### src/rtl/response_router.sv
// Return-path router: in-order tag FIFO of requester IDs plus a
// one-entry output register steering memory responses to requesters.
module response_router #(
    parameter int NUM_REQUESTERS = 9,
    parameter int DATA_WIDTH     = 32,
    parameter int DEPTH          = 8,
    parameter int ID_W           = $clog2(NUM_REQUESTERS)
) (
    input  logic                       clk,
    input  logic                       rst,
    input  logic                       req_fire,
    input  logic [ID_W-1:0]            req_id,
    input  logic                       mem_rsp_valid,
    input  logic [DATA_WIDTH-1:0]      mem_rsp_data,
    output logic                       mem_rsp_ready,
    output logic [NUM_REQUESTERS-1:0]  rsp_valid,
    output logic [DATA_WIDTH-1:0]      rsp_data,
    input  logic [NUM_REQUESTERS-1:0]  rsp_ready,
    output logic [$clog2(DEPTH+1)-1:0] outstanding,
    output logic                       tag_full,
    output logic                       tag_empty,
    output logic                       err_overflow,
    output logic                       err_orphan,
    output logic                       err_bad_id
);
    localparam int PW = $clog2(DEPTH);
    localparam int CW = $clog2(DEPTH + 1);
    localparam logic [ID_W:0] NR = (ID_W + 1)'(NUM_REQUESTERS);

    logic [ID_W-1:0]       r_tags [DEPTH];
    logic [PW-1:0]         r_wptr;
    logic [PW-1:0]         r_rptr;
    logic [CW-1:0]         r_count;
    logic                  r_out_valid;
    logic [ID_W-1:0]       r_out_id;
    logic [DATA_WIDTH-1:0] r_out_data;
    logic                  r_err_overflow;
    logic                  r_err_orphan;
    logic                  r_err_bad_id;

    logic                      w_empty;
    logic                      w_full;
    logic                      w_id_ok;
    logic                      w_sel_ready;
    logic [NUM_REQUESTERS-1:0] w_onehot;
    logic                      w_deliver;
    logic                      w_ready;
    logic                      w_accept;
    logic                      w_pop;
    logic                      w_orphan;
    logic                      w_push;
    logic                      w_overflow;
    logic                      w_bad_clear;

    assign w_empty = (r_count == '0);
    assign w_full  = (r_count == CW'(DEPTH));
    assign w_id_ok = ({1'b0, r_out_id} < NR);

    // Decode the held ID without indexing past the ready/valid vectors.
    always_comb begin
        w_onehot    = '0;
        w_sel_ready = 1'b0;
        for (int i = 0; i < NUM_REQUESTERS; i++) begin
            if (r_out_id == ID_W'(i)) begin
                w_onehot[i] = 1'b1;
                w_sel_ready = rsp_ready[i];
            end
        end
    end

    assign w_deliver   = r_out_valid && w_sel_ready;
    assign w_ready     = w_empty || !r_out_valid || w_deliver;
    assign w_accept    = mem_rsp_valid && w_ready;
    assign w_pop       = w_accept && !w_empty;
    assign w_orphan    = w_accept && w_empty;
    assign w_push      = req_fire && (!w_full || w_pop);
    assign w_overflow  = req_fire && w_full && !w_pop;
    assign w_bad_clear = r_out_valid && !w_id_ok;

    always_ff @(posedge clk) begin
        if (w_push) begin
            r_tags[r_wptr] <= req_id;
        end
    end

    always_ff @(posedge clk) begin
        if (rst) begin
            r_wptr         <= '0;
            r_rptr         <= '0;
            r_count        <= '0;
            r_out_valid    <= 1'b0;
            r_out_id       <= '0;
            r_out_data     <= '0;
            r_err_overflow <= 1'b0;
            r_err_orphan   <= 1'b0;
            r_err_bad_id   <= 1'b0;
        end else begin
            if (w_push) begin
                r_wptr <= r_wptr + PW'(1);
            end
            if (w_pop) begin
                r_rptr <= r_rptr + PW'(1);
            end
            if (w_push && !w_pop) begin
                r_count <= r_count + CW'(1);
            end else if (w_pop && !w_push) begin
                r_count <= r_count - CW'(1);
            end
            // A new load takes priority over freeing the slot.
            if (w_pop) begin
                r_out_valid <= 1'b1;
                r_out_id    <= r_tags[r_rptr];
                r_out_data  <= mem_rsp_data;
            end else if (w_deliver || w_bad_clear) begin
                r_out_valid <= 1'b0;
            end
            if (w_overflow) begin
                r_err_overflow <= 1'b1;
            end
            if (w_orphan) begin
                r_err_orphan <= 1'b1;
            end
            if (w_bad_clear) begin
                r_err_bad_id <= 1'b1;
            end
        end
    end

    assign mem_rsp_ready = w_ready;
    assign rsp_valid     = (r_out_valid && w_id_ok) ? w_onehot : '0;
    assign rsp_data      = r_out_data;
    assign outstanding   = r_count;
    assign tag_full      = w_full;
    assign tag_empty     = w_empty;
    assign err_overflow  = r_err_overflow;
    assign err_orphan    = r_err_orphan;
    assign err_bad_id    = r_err_bad_id;

endmodule
### config.mk
export PLATFORM = sky130hd
export DESIGN_NAME = response_router
export DESIGN_NICKNAME = d
export VERILOG_FILES = /design/src/rtl/response_router.sv
export SDC_FILE = /design/constraint.sdc
export NUM_CORES = 1
export LEC_CHECK = 0
export CORE_ASPECT_RATIO = 2
export CORE_MARGIN = 2
export CORE_UTILIZATION = 50
export DETAILED_ROUTE_END_ITERATION = 10
export GPL_TIMING_DRIVEN = 0
export PLACE_DENSITY_LB_ADDON = 0.05
export SYNTH_ARGS = -nofsm -noshare
export SYNTH_HDL_FRONTEND = slang
export SYNTH_SLANG_ARGS = --single-unit
### constraint.sdc
create_clock -name clk -period 7.2 [get_ports clk]
set_input_delay 1.44 -clock clk [delete_from_list [all_inputs] [get_ports clk]]
set_output_delay 1.44 -clock clk [all_outputs]
set_load 0.05 [all_outputs]
==> results of run 1 <==
-- worst reg2reg max path: stages (launching register included) --
cell,delay [ns]
dfxtp_1,0.30
buf_4,0.15
or3b_1,0.35
a21oi_1,0.16
a21oi_1,0.08
o2111ai_2,0.42
buf_2,0.30
nand2_1,0.12
ha_1,0.23
inv_1,0.12
ha_1,0.24
a21o_1,0.18
a21oi_1,0.18
xnor2_1,0.09
or3_1,0.30
a21oi_1,0.14
-- cell type report --
cell class	count	area share, %
Timing Repair Buffer	97	19.7
Multi-Input combinational cell	225	29.6
Inverter	6	0.457
Tap cell	90	2.28
Clock inverter	6	0.837
Clock buffer	10	4.64
Buffer	31	2.72
Sequential cell	82	39.8
-- cell usage after synthesis (3+ instances only) --
library cell	count
mux2i_1	6
mux2_2	3
a311oi_1	4
nor2_1	16
buf_2	5
nand3_1	37
a21oi_1	48
or3_1	3
nor3_1	8
mux4_2	8
dfxtp_1	50
inv_1	6
nand2b_1	6
buf_1	3
nor3b_1	3
clkbuf_1	21
o21ai_0	37
nand2_1	10
edfxtp_1	32
ha_1	5
nor2b_1	7
-- state kept, by name, summed over array words and instances, names as in the netlist --
name / flops
err_bad_id: 1
err_overflow: 1
err_orphan: 1
r_wptr: 3
r_out_valid: 1
outstanding: 4
rsp_data: 32
r_rptr: 3
r_tags: 32
r_out_id: 4
-- metal layers --
layer / vias to the layer above / wire length, um
met5: - / 0
met4: 0 / 341
met3: 22 / 358
met2: 84 / 5020
met1: 1432 / 3170
li1: 1486 / -
-- cells in the final DEF, fill, tap and decap left out, types with 2 or more instances in the layout --
cell type         n
clkdlybuf4s50_1  97
nor2_1           16
nor3_1            8
a21oi_1          48
inv_1             6
edfxtp_1         32
buf_1             3
clkinv_2          3
nand2_1          10
nor2b_1           7
and3_1            2
inv_6             2
or3b_1            2
buf_2             5
mux4_2            8
nand4b_1          2
nand2b_1          6
clkbuf_1         22
o21ai_0          37
dfxtp_1          50
nand3_1          37
ha_1              5
nor4b_1           2
nor3b_1           3
mux2_2            3
or3_1             3
xnor2_1           2
clkbuf_16         9
mux2i_1           6
nand3b_1          2
a311oi_1          4
-- final timing paths --
path                            cells past startpoint                       from                     endpoint  slack, ns
worst max register to register                     15   r_out_id[2]$_SDFFE_PP0N_  outstanding[3]$_SDFFE_PP0P_       3.76
worst min register to register                      2  err_overflow$_SDFFE_PP0P_    err_overflow$_SDFFE_PP0P_       0.46
worst max-delay path                                8               rsp_ready[6]                mem_rsp_ready       1.64
worst min-delay path                                2  err_overflow$_SDFFE_PP0P_    err_overflow$_SDFFE_PP0P_       0.46
-- power by group through the flow --
stage                     clock network [mW]  logic, mW  registers [mW]
after global placement                     0      0.780           0.612
after floorplan                            0      0.396           0.768
final                                  0.413      0.790           0.607
after CTS                              0.422      0.795           0.607
after global routing                   0.433      0.857           0.618
after detailed placement                   0      0.792           0.617
-- kinds of logic (layout without fill, tap and decap cells) --
family                   Yosys count  count (layout)  share of synthesized area, %
AND/OR/NAND/NOR                  103             103                          15.5
AO/OA/AOI/OAI                     96              96                          14.6
flip-flops                        82              82                          54.8
buffers and inverters             37             150                          4.37
multiplexers                      17              17                          7.66
adder cells (fa/ha/maj)            6               6                          2.31
XOR/XNOR                           3               3                         0.735
-- per-stage QoR --
stage	worst slack, ns	hold slack [ns]
floorplan	2.87	0.506
global placement	1.69	0.436
detailed placement	1.69	0.453
CTS	1.66	0.463
global route	1.56	0.502
finish	1.64	0.457
==> summary.md, run 1 <==
| Metric | Value |
|---|---|
| Status | `complete, no violations` |
| Setup violations, final | `0` |
| CP required | `5.76 ns` |
| Delay-heaviest family, CP | `buffers and inverters` |
| Min Tclk post-route | `5.56 ns` |
| Power, Total | `1.81 mW` |
| Worst hold path class | `flip-flop to flip-flop` |
| I/O pin count | `100` |
| Startpoint types | `primary input` |
| Post-CTS sizing | `0` |
| Synthesized area | `3580 um^2` |
| Met3 usage | `4.16%` |
| Slew Limit Fails | `0` |
| Sequential cell area | `1960 um^2` |
| Final std cell area, no fill | `4930 um^2` |
| Worst Clk Skew | `0.00661 ns` |
| Clk slew on worst S/H paths | `0.06 ns` |
| Post-Place Cells | `531` |
| Footprint of the multi-input gates | `1460 um^2` |
| Antenna cells | `0` |
| Cell at the slowest stage of the critical path | `clkdlybuf4s50_1` |
| Share of Yosys cell area claimed by the top area cell type | `28.0%` |
| Final wirelength | `8890 um` |
| Vias in the first global route | `2994` |
| Fin cells | `547` |
| First-pass GRT wire length | `14400 um` |
| Syn avg cell area | `10.4 um^2` |
| Final net count | `507` |
| DR WL/cell | `16.3 um` |
| Top cell type by total area after synthesis | `dfxtp_1` |
| Vias/cell | `5.53` |
| Sw Ratio | `40.2%` |
| Die width | `63.8 um` |
| P_leak | `1.69 nW` |
| Crit path cell chain | `clkdlybuf4s50_1 -> nor2b_1 -> or3b_1 -> nand4b_1 -> o2111a_1 -> clkbuf_1 -> nand2_1 -> clkdlybuf4s50_1` |
| Max-Cap Viols | `0` |
| CTS sink count | `82` |
| Achievable Freq | `180 MHz` |
| Post-synthesis register bit count | `82` |
| P_int | `1.08 mW` |
| Combinational Power Share | `43.6%` |
| CP Class | `primary input to primary output` |
| Clock root cell | `clkbuf_16` |
| Area grow syn2layout | `37.8%` |
| DP HPWL | `6870 um` |
| Async SR Flop Fraction | `0%` |
| GRT Total Usage | `24.0%` |
| Register area share after synthesis | `54.8%` |
| Post-CTS setup buffers | `0` |
| Placer Congestion | `0.840` |
| Clock power share | `22.8%` |
| Proportion of power drawn by flip-flops and latches | `33.5%` |
| Critical path capture point type | `primary output` |
| Residual DRC | `0` |
| Slew of the pin with the lowest slew margin | `1.07 ns` |
| CTS Hold Bufs | `0` |
| Pre-antenna DRT Iters | `5` |
| VDD IR-drop max | `0.218 mV` |
| Initial antenna violation count | `0` |
| WP buf/inv | `3` |
| Clk buf depth | `2` |
| Fill cell count | `525` |
| Fin util | `71.0%` |
| Prevailing post-synth register cell | `dfxtp_1` |
| Hold Violations, Final | `0` |
| Htree depth | `3` |
| Starting Density | `51.5%` |
| Synth cell types | `41` |
| Gate Count Post-Synth | `344` |
| Height of the die | `124 um` |
| I/O Buffers | `97` |
| RSZ-0062 raised after global routing | `false` |
| Yosys warnings | `0` |
| CTS buffer count | `9` |
| Routing usage on met2 | `45.3%` |
| Critical Path Fanout Max | `10` |
| Starting DRT DRC Count | `147` |
| GRT met1 Usage | `24.0%` |
| Net Sw Power | `728 uW` |
| Largest net degree at the start of global routing | `15` |
| Routed vias | `3024` |
| Worst Path Arrival | `4.12 ns` |
| CP dominant cell by count | `clkdlybuf4s50_1` |
| Crit share post-route | `77.2%` |
| CTS tree | `yes` |
| DP Area | `4660 um^2` |
| Post-synth net total | `399` |
| Top post-synthesis cells by area | `dfxtp_1, edfxtp_1, a21oi_1, nand3_1, o21ai_0` |
| Slew HR | `27.7%` |
| Ratio of cells with drive above 1 in the final layout | `8.10%` |
| Clk Latency, worst-skew pair | `0.34 ns` |
| Busiest grt layer | `met2` |
| Number of synthesized flops with an enable pin | `32` |
| Max incr delay on CP | `0.72 ns` |
| Setup TNS | `0 ns` |
| # rows | `43` |
| Pwr dens | `367 nW/um^2` |
| Gr ovfl total | `0` |
| Die Footprint | `7890 um^2` |
| Core Region | `6940 um^2` |
| ANT nets after route | `0` |
(Power assumes the default switching activity.)
==> run 2, diff against run 1 <==
- CORE_UTILIZATION: 50 -> 48
- clock period: 7.2 -> 5.47 ns (I/O delays scaled with it)
==> run 2 against run 1 <==
Combinational power rose by 32%. Cell area rose by 1.2%. Core utilization fell by 2.4 points. Sequential power rose by 32%. Critical path depth did not move. Critical path type unchanged. Clock power rose by 59%.
==> summary.md, run 2 (same netlist as run 1, synthesis figures left out) <==
| Metric | Value |
|---|---|
| DP HPWL | `6900 um (+0.50%)` |
| Setup TNS | `0 ns (unchanged)` |
| Pwr dens | `501 nW/um^2 (+36%)` |
| I/O pin count | `100 (unchanged)` |
| Htree depth | `3 (unchanged)` |
| Pre-antenna DRT Iters | `4 (-1)` |
| Worst hold path class | `flip-flop to flip-flop` |
| Worst Path Arrival | `3.75 ns (-0.37 ns)` |
| Slew HR | `26.3% (-1.4 points)` |
| Starting DRT DRC Count | `134 (-8.8%)` |
| Placer Congestion | `0.782 (-6.9%)` |
| Post-CTS sizing | `0 (unchanged)` |
| Ratio of cells with drive above 1 in the final layout | `8.10% (unchanged)` |
| First-pass GRT wire length | `14400 um (+0.24%)` |
| VDD IR-drop max | `0.282 mV (+29%)` |
| Initial antenna violation count | `0 (unchanged)` |
| Final net count | `507 (unchanged)` |
| Critical path capture point type | `primary output` |
| Slew of the pin with the lowest slew margin | `1.09 ns (+0.0200 ns)` |
| Minimum hold slack | `0.472 ns (+0.0145 ns)` |
| Post-CTS setup buffers | `0 (unchanged)` |
| Clk buf depth | `2 (unchanged)` |
| CP Class | `primary input to primary output` |
| Startpoint types | `primary input` |
| GRT Total Usage | `23.4% (-0.56 points)` |
| Vias/cell | `5.41 (-2.1%)` |
| CTS sink count | `82 (unchanged)` |
| Area grow syn2layout | `39.5%` |
| Max-Cap Viols | `0 (unchanged)` |
| Clk Latency, worst-skew pair | `0.35 ns (about the same)` |
| P_leak | `1.72 nW (+1.3%)` |
| Setup violations, final | `0 (unchanged)` |
| Residual DRC | `0 (unchanged)` |
| Clock root cell | `clkbuf_16` |
| DR WL/cell | `16.6 um (+2.2%)` |
| # rows | `44 (+2.3%)` |
| Achievable Freq | `206 MHz` |
| Hold Violations, Final | `0 (unchanged)` |
| RSZ-0062 raised after global routing | `false` |
| Height of the die | `126 um (+2.0%)` |
| Vias in the first global route | `2908 (-2.9%)` |
| Die width | `65.0 um (+1.9%)` |
| Crit share post-route | `88.6%` |
| CTS buffer count | `9 (unchanged)` |
| Commonest non-fill, non-tap cell in the layout | `clkdlybuf4s50_1` |
| Reg2Reg Depth | `15 (unchanged)` |
| Final wirelength | `9130 um (+2.6%)` |
| Slew Limit Fails | `0 (unchanged)` |
| Core Region | `7270 um^2 (+4.7%)` |
| Critical Path Fanout Max | `10 (unchanged)` |
| Reg2reg end | `outstanding[3]$_SDFFE_PP0P_` |
| I/O Buffers | `97 (unchanged)` |
| Worst Clk Skew | `0.00749 ns (+0.000876 ns)` |
| CTS Hold Bufs | `0 (unchanged)` |
| Largest net degree at the start of global routing | `16 (+1)` |
| WHS Path Cells | `2 (unchanged)` |
| Clk slew on worst S/H paths | `0.06 ns (about the same)` |
| Post-Place Cells | `533 (+0.38%)` |
| Reg-to-Reg Start | `r_out_id[2]$_SDFFE_PP0N_` |
| Starting Density | `49.2% (-2.3 points)` |
| Status | `complete, no violations` |
| ANT nets after route | `0 (unchanged)` |
| Antenna cells | `0 (unchanged)` |
| HP Start | `err_overflow$_SDFFE_PP0P_` |
| Fin cells | `549 (+0.37%)` |
| CTS tree | `yes` |
| Worst Hold Path EP | `err_overflow$_SDFFE_PP0P_` |
| CP required | `4.38 ns (-1.38 ns)` |
| Most frequent cells in the layout | `clkdlybuf4s50_1, dfxtp_1, a21oi_1` |
| Min Tclk post-route | `4.85 ns` |
| Gr ovfl total | `0 (unchanged)` |
| R2r setup slk | `2.01 ns (-1.75 ns)` |
| Routed vias | `2970 (-1.8%)` |
| Die Footprint | `8200 um^2 (+4.0%)` |
-- run 2: changes by cell type in the layout (fill, tap and decap cells not counted), sizes merged --
cell,delta
clkinv,-3
bufinv,+2
inv,+1
-- run 2: power breakdown --
part           internal [mW]  leakage (nW)  switching, mW
logic                  0.378         0.856          0.663
clock network          0.407         0.160          0.251
registers              0.738         0.700         0.0615
-- run 2: per-stage QoR --
stage | utilization, % | worst slack (ns) | instance area [um^2] | power (mW)
2_1_floorplan | - | 1.83 | 3580 | 1.53
3_3_place_gp | 64.2 | 0.595 | 4660 | 1.84
3_5_place_dp | 64.2 | 0.651 | 4660 | 1.85
4_1_cts | 68.7 | 0.612 | 4990 | 2.52
5_1_grt | 68.7 | 0.507 | 4990 | 2.63
6_report | 68.7 | 0.622 | 4990 | 2.50
-- run 2: cell type report --
cell class / count / area, um^2
Fill cell: 609 / 2280
Multi-Input combinational cell: 225 / 1460
Timing Repair Buffer: 97 / 971
Sequential cell: 82 / 1960
Clock inverter: 6 / 97.6
Buffer: 31 / 134
Inverter: 6 / 22.5
Clock buffer: 10 / 229
Tap cell: 92 / 115
-- run 2: metal layers --
layer	global-route usage [%]	share of wire [%]
met1	23.3	35
met2	44.9	58
met3	4.11	4.4
met4	11.3	2.4
met5	0	0
-- run 2: how the worst max path moves through the flow --
| stage | from | end | slack [ns] | depth (start not counted) |
|---|---|---|---|---|
| 2_1_floorplan | rsp_ready[6] | mem_rsp_ready | 1.83 | 6 |
| 3_3_place_gp | rsp_ready[6] | mem_rsp_ready | 0.59 | 8 |
| 3_5_place_dp | rsp_ready[6] | mem_rsp_ready | 0.65 | 8 |
| 4_1_cts | rsp_ready[6] | mem_rsp_ready | 0.61 | 8 |
| 5_1_grt | rsp_ready[6] | mem_rsp_ready | 0.51 | 8 |
| 6_report | rsp_ready[6] | mem_rsp_ready | 0.62 | 8 |
-- run 2: worst max-delay path, cell delays in order --
cell	delay [ns]
clkdlybuf4s50_1	0.39
nor2b_1	0.13
or3b_1	0.37
nand4b_1	0.15
o2111a_1	0.35
clkbuf_1	0.41
nand2_1	0.13
clkdlybuf4s50_1	0.73
